==> src/rtl/irq_pkg.sv <==
// Shared definitions for the interrupt controller: handshake FSM states and register offsets.
package irq_pkg;

  typedef enum logic [1:0] {
    IDLE      = 2'd0,
    ASSERT    = 2'd1,
    WAIT_DROP = 2'd2
  } irq_state_e;

  // Byte offsets inside the 32-byte register window.
  localparam logic [4:0] REG_PENDING  = 5'h00;
  localparam logic [4:0] REG_ENABLE   = 5'h08;
  localparam logic [4:0] REG_OVERFLOW = 5'h10;
  localparam logic [4:0] REG_CURRENT  = 5'h18;

endpackage

==> src/rtl/irq_sync_edge.sv <==
// Per-source synchroniser with rising-edge or level detection; hit_o is valid for one cycle
// per detected event (or every cycle while a level source is high).
module irq_sync_edge #(
  parameter int unsigned SYNC_STAGES = 2,
  parameter bit          LEVEL       = 1'b0
) (
  input  logic clk_i,
  input  logic rst_ni,
  input  logic src_i,
  output logic hit_o
);

  logic [SYNC_STAGES-1:0] sync_q;
  logic                   prev_q;
  logic                   synced;

  assign synced = sync_q[SYNC_STAGES-1];

  always_ff @(posedge clk_i or negedge rst_ni) begin
    if (!rst_ni) begin
      sync_q <= '0;
      prev_q <= 1'b0;
    end else begin
      sync_q <= {sync_q[SYNC_STAGES-2:0], src_i};
      prev_q <= synced;
    end
  end

  assign hit_o = LEVEL ? synced : (synced & ~prev_q);

endmodule

==> src/rtl/irq_controller.sv <==
// Multi-source interrupt controller: pending/enable/overflow registers, lowest-index priority,
// vector/ack handshake FSM and a 64-bit memory-mapped register window.
module irq_controller
  import irq_pkg::*;
#(
  parameter int unsigned         N_IRQ       = 8,
  parameter int unsigned         VEC_W       = 4,
  parameter int unsigned         SYNC_STAGES = 2,
  parameter logic [N_IRQ-1:0]    LEVEL_MASK  = '0,
  parameter logic [63:0]         BASE_ADDR   = 64'h0000_ff00,
  parameter logic [N_IRQ-1:0]    EN_RESET    = '1
) (
  input  logic             CLOCK_50,
  input  logic             KEY0,
  input  logic [N_IRQ-1:0] irq_src,
  output logic [VEC_W-1:0] interrupt_vector,
  input  logic             interrupt_ack,
  input  logic [63:0]      bus_address,
  input  logic [63:0]      bus_write_data,
  input  logic             bus_write_enable,
  input  logic             bus_read_enable,
  output logic [63:0]      bus_read_data,
  output logic             bus_hit
);

  logic [N_IRQ-1:0] hit;
  logic [N_IRQ-1:0] pending_q, pending_d;
  logic [N_IRQ-1:0] enable_q, enable_d;
  logic [N_IRQ-1:0] overflow_q, overflow_d;
  logic [N_IRQ-1:0] req, cur_oh, ack_clr, pend_w1c, ovf_w1c;
  logic [VEC_W-1:0] vec_q, vec_d, win;
  logic [63:0]      rdata_q, rdata_d, rd_val;
  logic [4:0]       reg_off;
  logic             wr_hit, cur_en;
  irq_state_e       state_q, state_d;

  for (genvar g = 0; g < N_IRQ; g++) begin : gen_src
    irq_sync_edge #(
      .SYNC_STAGES (SYNC_STAGES),
      .LEVEL       (LEVEL_MASK[g])
    ) u_sync (
      .clk_i  (CLOCK_50),
      .rst_ni (KEY0),
      .src_i  (irq_src[g]),
      .hit_o  (hit[g])
    );
  end

  assign bus_hit  = (bus_address[63:5] == BASE_ADDR[63:5]);
  assign reg_off  = {bus_address[4:3], 3'b000};
  assign wr_hit   = bus_write_enable & bus_hit;

  // Sub-word address bits and data bits above the source count carry no meaning here.
  logic unused_bits;
  assign unused_bits = ^{bus_address[2:0], bus_write_data[63:N_IRQ]};

  assign req    = pending_q & enable_q;
  assign cur_oh = {{(N_IRQ-1){1'b0}}, 1'b1} << (vec_q - VEC_W'(1));
  assign cur_en = |(enable_q & cur_oh);

  // Scan downward so the lowest requesting index is the last (winning) assignment.
  always_comb begin
    win = '0;
    for (int i = N_IRQ - 1; i >= 0; i--) begin
      if (req[i]) win = VEC_W'(i + 1);
    end
  end

  always_comb begin
    state_d = state_q;
    vec_d   = vec_q;
    ack_clr = '0;
    unique case (state_q)
      IDLE: begin
        if (|req) begin
          vec_d   = win;
          state_d = ASSERT;
        end
      end
      ASSERT: begin
        if (interrupt_ack) begin
          ack_clr = cur_oh;
          vec_d   = '0;
          state_d = WAIT_DROP;
        end else if (!cur_en) begin
          vec_d   = '0;
          state_d = IDLE;
        end
      end
      WAIT_DROP: begin
        if (!interrupt_ack) state_d = IDLE;
      end
      default: begin
        vec_d   = '0;
        state_d = IDLE;
      end
    endcase
  end

  assign pend_w1c = (wr_hit && reg_off == REG_PENDING)  ? bus_write_data[N_IRQ-1:0] : '0;
  assign ovf_w1c  = (wr_hit && reg_off == REG_OVERFLOW) ? bus_write_data[N_IRQ-1:0] : '0;

  // New events are OR-ed in after clearing so a simultaneous set always wins.
  assign pending_d  = (pending_q & ~(pend_w1c | ack_clr)) | hit;
  assign overflow_d = (overflow_q & ~ovf_w1c) | (hit & ~LEVEL_MASK & pending_q);
  assign enable_d   = (wr_hit && reg_off == REG_ENABLE) ? bus_write_data[N_IRQ-1:0] : enable_q;

  always_comb begin
    rd_val = '0;
    case (reg_off)
      REG_PENDING:  rd_val[N_IRQ-1:0] = pending_q;
      REG_ENABLE:   rd_val[N_IRQ-1:0] = enable_q;
      REG_OVERFLOW: rd_val[N_IRQ-1:0] = overflow_q;
      REG_CURRENT:  rd_val[VEC_W+1:0] = {state_q, vec_q};
      default:      rd_val = '0;
    endcase
  end

  assign rdata_d = (bus_read_enable && bus_hit) ? rd_val : rdata_q;

  always_ff @(posedge CLOCK_50 or negedge KEY0) begin
    if (!KEY0) begin
      pending_q  <= '0;
      enable_q   <= EN_RESET;
      overflow_q <= '0;
      vec_q      <= '0;
      state_q    <= IDLE;
      rdata_q    <= '0;
    end else begin
      pending_q  <= pending_d;
      enable_q   <= enable_d;
      overflow_q <= overflow_d;
      vec_q      <= vec_d;
      state_q    <= state_d;
      rdata_q    <= rdata_d;
    end
  end

  assign interrupt_vector = vec_q;
  assign bus_read_data    = rdata_q;

endmodule

==> config.mk <==
export PLATFORM = sky130hd
export DESIGN_NAME = irq_controller
export DESIGN_NICKNAME = d
export VERILOG_FILES = /design/src/rtl/irq_pkg.sv /design/src/rtl/irq_sync_edge.sv /design/src/rtl/irq_controller.sv
export SDC_FILE = /design/constraint.sdc
export NUM_CORES = 1
export LEC_CHECK = 0
export ABC_AREA = 1
export BUFFER_PORTS_ARGS = -buffer_cell sky130_fd_sc_hd__buf_2
export CORE_MARGIN = 2
export CORE_UTILIZATION = 47
export DETAILED_ROUTE_END_ITERATION = 10
export GPL_ROUTABILITY_DRIVEN = 0
export PLACE_DENSITY = 0.84
export SYNTH_ARGS = -nofsm -noshare
export SYNTH_HDL_FRONTEND = slang
export SYNTH_SLANG_ARGS = --single-unit
export TNS_END_PERCENT = 30
==> constraint.sdc <==
create_clock -name CLOCK_50 -period 3.5 [get_ports CLOCK_50]
set_clock_uncertainty 0.05 [all_clocks]
set_input_delay 0.7 -clock CLOCK_50 [delete_from_list [all_inputs] [get_ports CLOCK_50]]
set_output_delay 0.7 -clock CLOCK_50 [all_outputs]
set_load 0.05 [all_outputs]
[Word-level counts from Yosys, hierarchy flattened]
Cells that the tools add are included.
Storage, ports and cells
  input port bits: 141
  register bits after elaboration: 62
  output and inout port bits: 69
Cells by class
  add/subtract/negate cells: 1
  mux-type cells: 23
  bitwise logic cells: 28
  equal/unequal tests: 9
  reductions and logical operators: 10
  shift operators: 1
Operators by type and width (number)
  $eq 59x11->1 const B: 1
  $mux 4: 11
  $and 8x8->8: 5
  $mux 8: 4
  $or 8x8->8: 3
  $pmux 6 s4: 1
  $not 8->8: 2
  $reduce_or 8->1: 2
  $pmux 2 s3: 2
  $pmux 4 s3: 1
  $and 1x1->1: 9
  $not 1->1: 9
  $mux 2: 4
  $shl 1x4->8 const A: 1
  $eq 2x2->1 const B: 3
  $reduce_and 3->1: 2
  $logic_not 5->1: 1
  $eq 2x1->1 const B: 2
  $logic_and 1x1->1: 4
  $ne 2x2->1 const B: 2
  $sub 4x1->4 const B: 1
  $ne 3x3->1 const B: 1
  $logic_not 2->1: 1

[Logic depth before layout (Yosys ltp)]
  depth after elaboration: 11
  gate-level depth with buffers: 12
  mapped depth without buffers: 12

[Modules after synthesis]
Synthesis repeated with hierarchy kept, for this count alone.
Unflattened totals
  cell total of the unflattened synthesis: 446
  area, all modules: 3448.3 um^2
Modules (own cells, without submodules)
  irq_controller: area each 2767.7 um^2, instances 1, cells each 406
  irq_sync_edge: area each 85.1 um^2, instances 8, cells each 5

[Worst setup path after synthesis]
OpenSTA, ideal clock, no wires.
  kind: input -> output
  start: input port bus_address[36]
  end: output port bus_hit
  cell stages on the path: 7
  path slack: 1.360 ns
  arrival time: 1.390 ns
  data required time: 2.750 ns
  buffers on the path: 0
  cell sequence: nor2_1 -> nand2_1 -> nor2_1 -> nand2_1 -> nor2_1 -> nand2_2 -> inv_2
Between the ends
  longest elaborated chain between the ends: 1
Ends and longest elaborated chain
  start, declared: RTL line irq_controller.sv:18  | input logic [63:0] bus_address,
  $eq 59x11->1: RTL line irq_controller.sv:49  | assign bus_hit = (bus_address[63:5] == BASE_ADDR[63:5]);
  end, declared: RTL line irq_controller.sv:23  | output logic bus_hit
Every way passes these cells.

[Worst setup path in the final report]
Ends and elaborated chain as after synthesis.

==> metrics.txt <==
crit end category=primary output; Detail Route Antenna Nets=0; Mapped Cells=431; reg2reg end=interrupt_vector[0]$_DFFE_PN0P_; synthesized cell area=3380 µm²; Final Max Tran Viols=0; worst skew pair latency=0.34 ns; R2R depth=11; Power Dens Cells=434 nW/µm²; RSZ-0062 raised after global routing=no; Met1 Wirelength=3.13 mm; initial antenna violation count=0; R2R Path Start=interrupt_vector[3]$_DFFE_PN0P_; status=complete, no violations; XOR/XNOR Fraction of Synth Area=0%; Slew @ Worst Pin=0.747 ns; cts bufs inserted=9; wire length per cell=11.4 µm; FP Rows=30; Synth Area in Adders=0%; overall routed net length=7.26 mm; CP cell instances=buf_2, nor2_1, nand2_1, nor2_1, nand2_1, nor2_1, nand2_2, inv_2, buf_2; DRC violations left=0; largest net degree at the start of global routing=63; setup total negative slack=0 ns; vias in the first global route=2,736; CTS Buffer Depth=2; die area=7880 µm²; Min-Delay Path Class=reg -> reg; Final HPWL DP=5.57 mm; # hold bufs at CTS=0; gr usage total=19.7%; routed vias=2,887; DR top layer=met4; Hold Path Origin=gen_src[7].u_sync.sync_q[0]$_DFF_PN0_; Via density=4.55; Synth Area in Compound Gates=6.52%; Slew headroom=50.2%; routed wl met3=607 µm; WHS Path Cells=0; fin crit share=70.7%; final net count=674; Arr. time, crit path=1.73 ns; Die Y=88.8 µm; CP max stage delay=0.27 ns; synthesized area per cell=7.84 µm²; Post-Synth Simple-Gate Area=29.6%; max cap viols=0; Syn. warnings=0; leakage power=2.15 nW; clk slew on worst S/H paths=0.07 ns; total power=1.72 mW; top_reg_cell synth=dfrtp_1; Area Overhead vs Synth=17.5%; drt pass-1 iters=4; post-route minimum period=2.48 ns; critical path data required time=2.75 ns; mux cell area share after synthesis=0%; CP max stage cell=buf_2; Top cell by count, worst path=nor2_1; crit start category=primary input; IO buf count=94; first-pass GRT wire length=11.8 mm; sequential area share after synthesis=46.2%; async set-reset flop share out of synthesis=100%; CP bufs+invs=3; Root Driver=clkbuf_8; number of gates resized after cts=0; largest family of logic cells by synthesized area=simple AND/OR/NAND/NOR gates; flop2flop setup slack=1.90 ns; met2 WL=3.35 mm; peak supply drop=0.556 mV; crit path max fanout=2; #FFs+latches synth=62; crit path kind=in -> out; Core Region=6870 µm²; EDFF count, synth=0; Initial Util=49.2%; # Post-CTS Setup Buffers=0; Netlist cell types=26; DR iter-0 viols=188; layout cells sized above 1=23.8%; H-tree Lvls=3; gr ovfl total=0; # diodes=0; die span in x=88.8 µm; total I/O pin count=210; cell family with the largest share of critical-path delay=simple AND/OR/NAND/NOR gates; clk sink count=62; Hold EP=gen_src[7].u_sync.sync_q[1]$_DFF_PN0_; Final Hold Fails=0; Final setup viols=0; CTS tree=yes; Max Clock Freq=404 MHz
-- cells in the final DEF, fill, tap and decap left out, drive strengths merged --
cell	count
a21boi	8
a21oi	2
a221oi	2
a22o	1
buf	98
bufinv	3
clkbuf	10
clkinv	1
clkinvlp	2
conb	56
dfrtp	54
dfstp	8
inv	31
nand2	152
nand3	37
nand4	2
nor2	50
nor3	3
o2111a	5
o21a	1
o21ai	12
-- cell families after synthesis --
logic type	after synthesis
AO/OA/AOI/OAI	31
buffers and inverters	93
flip-flops	62
other	1
AND/OR/NAND/NOR	244
-- state kept, by name (all words and copies together) (netlist names) --
register	cells
bus_read_data	8
enable_q	8
gen_src.u_sync.prev_q	8
gen_src.u_sync.sync_q	16
interrupt_vector	4
overflow_q	8
pending_q	8
state_q	2
-- per-stage QoR --
| step | cells | util (%) | setup WS [ns] | area [µm²] | hold WS [ns] |
|---|---|---|---|---|---|
| 6_report | 634 | 57.8 | 1.02 | 3970 | 0.300 |
| 5_1_grt | 634 | 57.8 | 0.902 | 3970 | 0.309 |
| 4_1_cts | 634 | 57.8 | 0.956 | 3970 | 0.301 |
| 2_1_floorplan | 486 | - | 1.36 | 3580 | 0.281 |
| 3_5_place_dp | 618 | 54.3 | 0.957 | 3730 | 0.285 |
| 3_3_place_gp | 618 | 54.3 | 0.939 | 3730 | 0.282 |
-- layout make-up --
class                           instances  area (µm²)
Tap cell                               96         120
Timing Repair Buffer                   98         500
Sequential cell                        62        1560
Inverter                               31         116
Clock inverter                          6         110
Fill cell                             606        2900
Multi-Input combinational cell        331        1430
Clock buffer                           10         128
-- metal layers --
metal	track usage, %	vias up
met4	7.99	0
met3	6.34	22
met2	31.9	122
met5	0	-
met1	24.4	1291
li1	-	1452
-- report_power, final --
| group | leakage [nW] | internal [mW] | switching (mW) |
|---|---|---|---|
| combinational | 1.36 | 0.0494 | 0.189 |
| sequential | 0.677 | 0.731 | 0.00574 |
| clock | 0.112 | 0.471 | 0.275 |
-- worst max path at each step --
stage | startpoint | end | depth (start not counted)
after floorplan | bus_address[36] | bus_hit | 7
after global placement | bus_address[30] | bus_hit | 9
after detailed placement | bus_address[30] | bus_hit | 9
after CTS | bus_address[30] | bus_hit | 9
after global routing | bus_address[58] | bus_hit | 9
final | bus_address[36] | bus_hit | 9
-- worst register-to-register path: cells and delay by family (launching register included) --
kind                   cells  cell delay, ns
flip-flops                 1            0.44
AND/OR/NAND/NOR           10            0.90
buffers and inverters      1            0.15
-- synth_stat cells (2+ instances only) --
| cell type | number | area (µm²) |
|---|---|---|
| nand3_2 | 2 | 20.0 |
| dfrtp_1 | 54 | 1350 |
| buf_6 | 3 | 33.8 |
| inv_1 | 30 | 113 |
| o2111a_1 | 5 | 56.3 |
| nand2_1 | 150 | 563 |
| nor3_1 | 3 | 15.0 |
| a221oi_1 | 2 | 17.5 |
| nand3_1 | 35 | 175 |
| buf_4 | 58 | 435 |
| a21boi_0 | 8 | 60.1 |
| o21ai_1 | 2 | 10.0 |
| nand4_1 | 2 | 12.5 |
| dfstp_2 | 8 | 210 |
| o21ai_0 | 10 | 50.1 |
| a21oi_1 | 2 | 10.0 |
| nor2_1 | 48 | 180 |
Note: power is estimated with default switching activity, not from simulation.
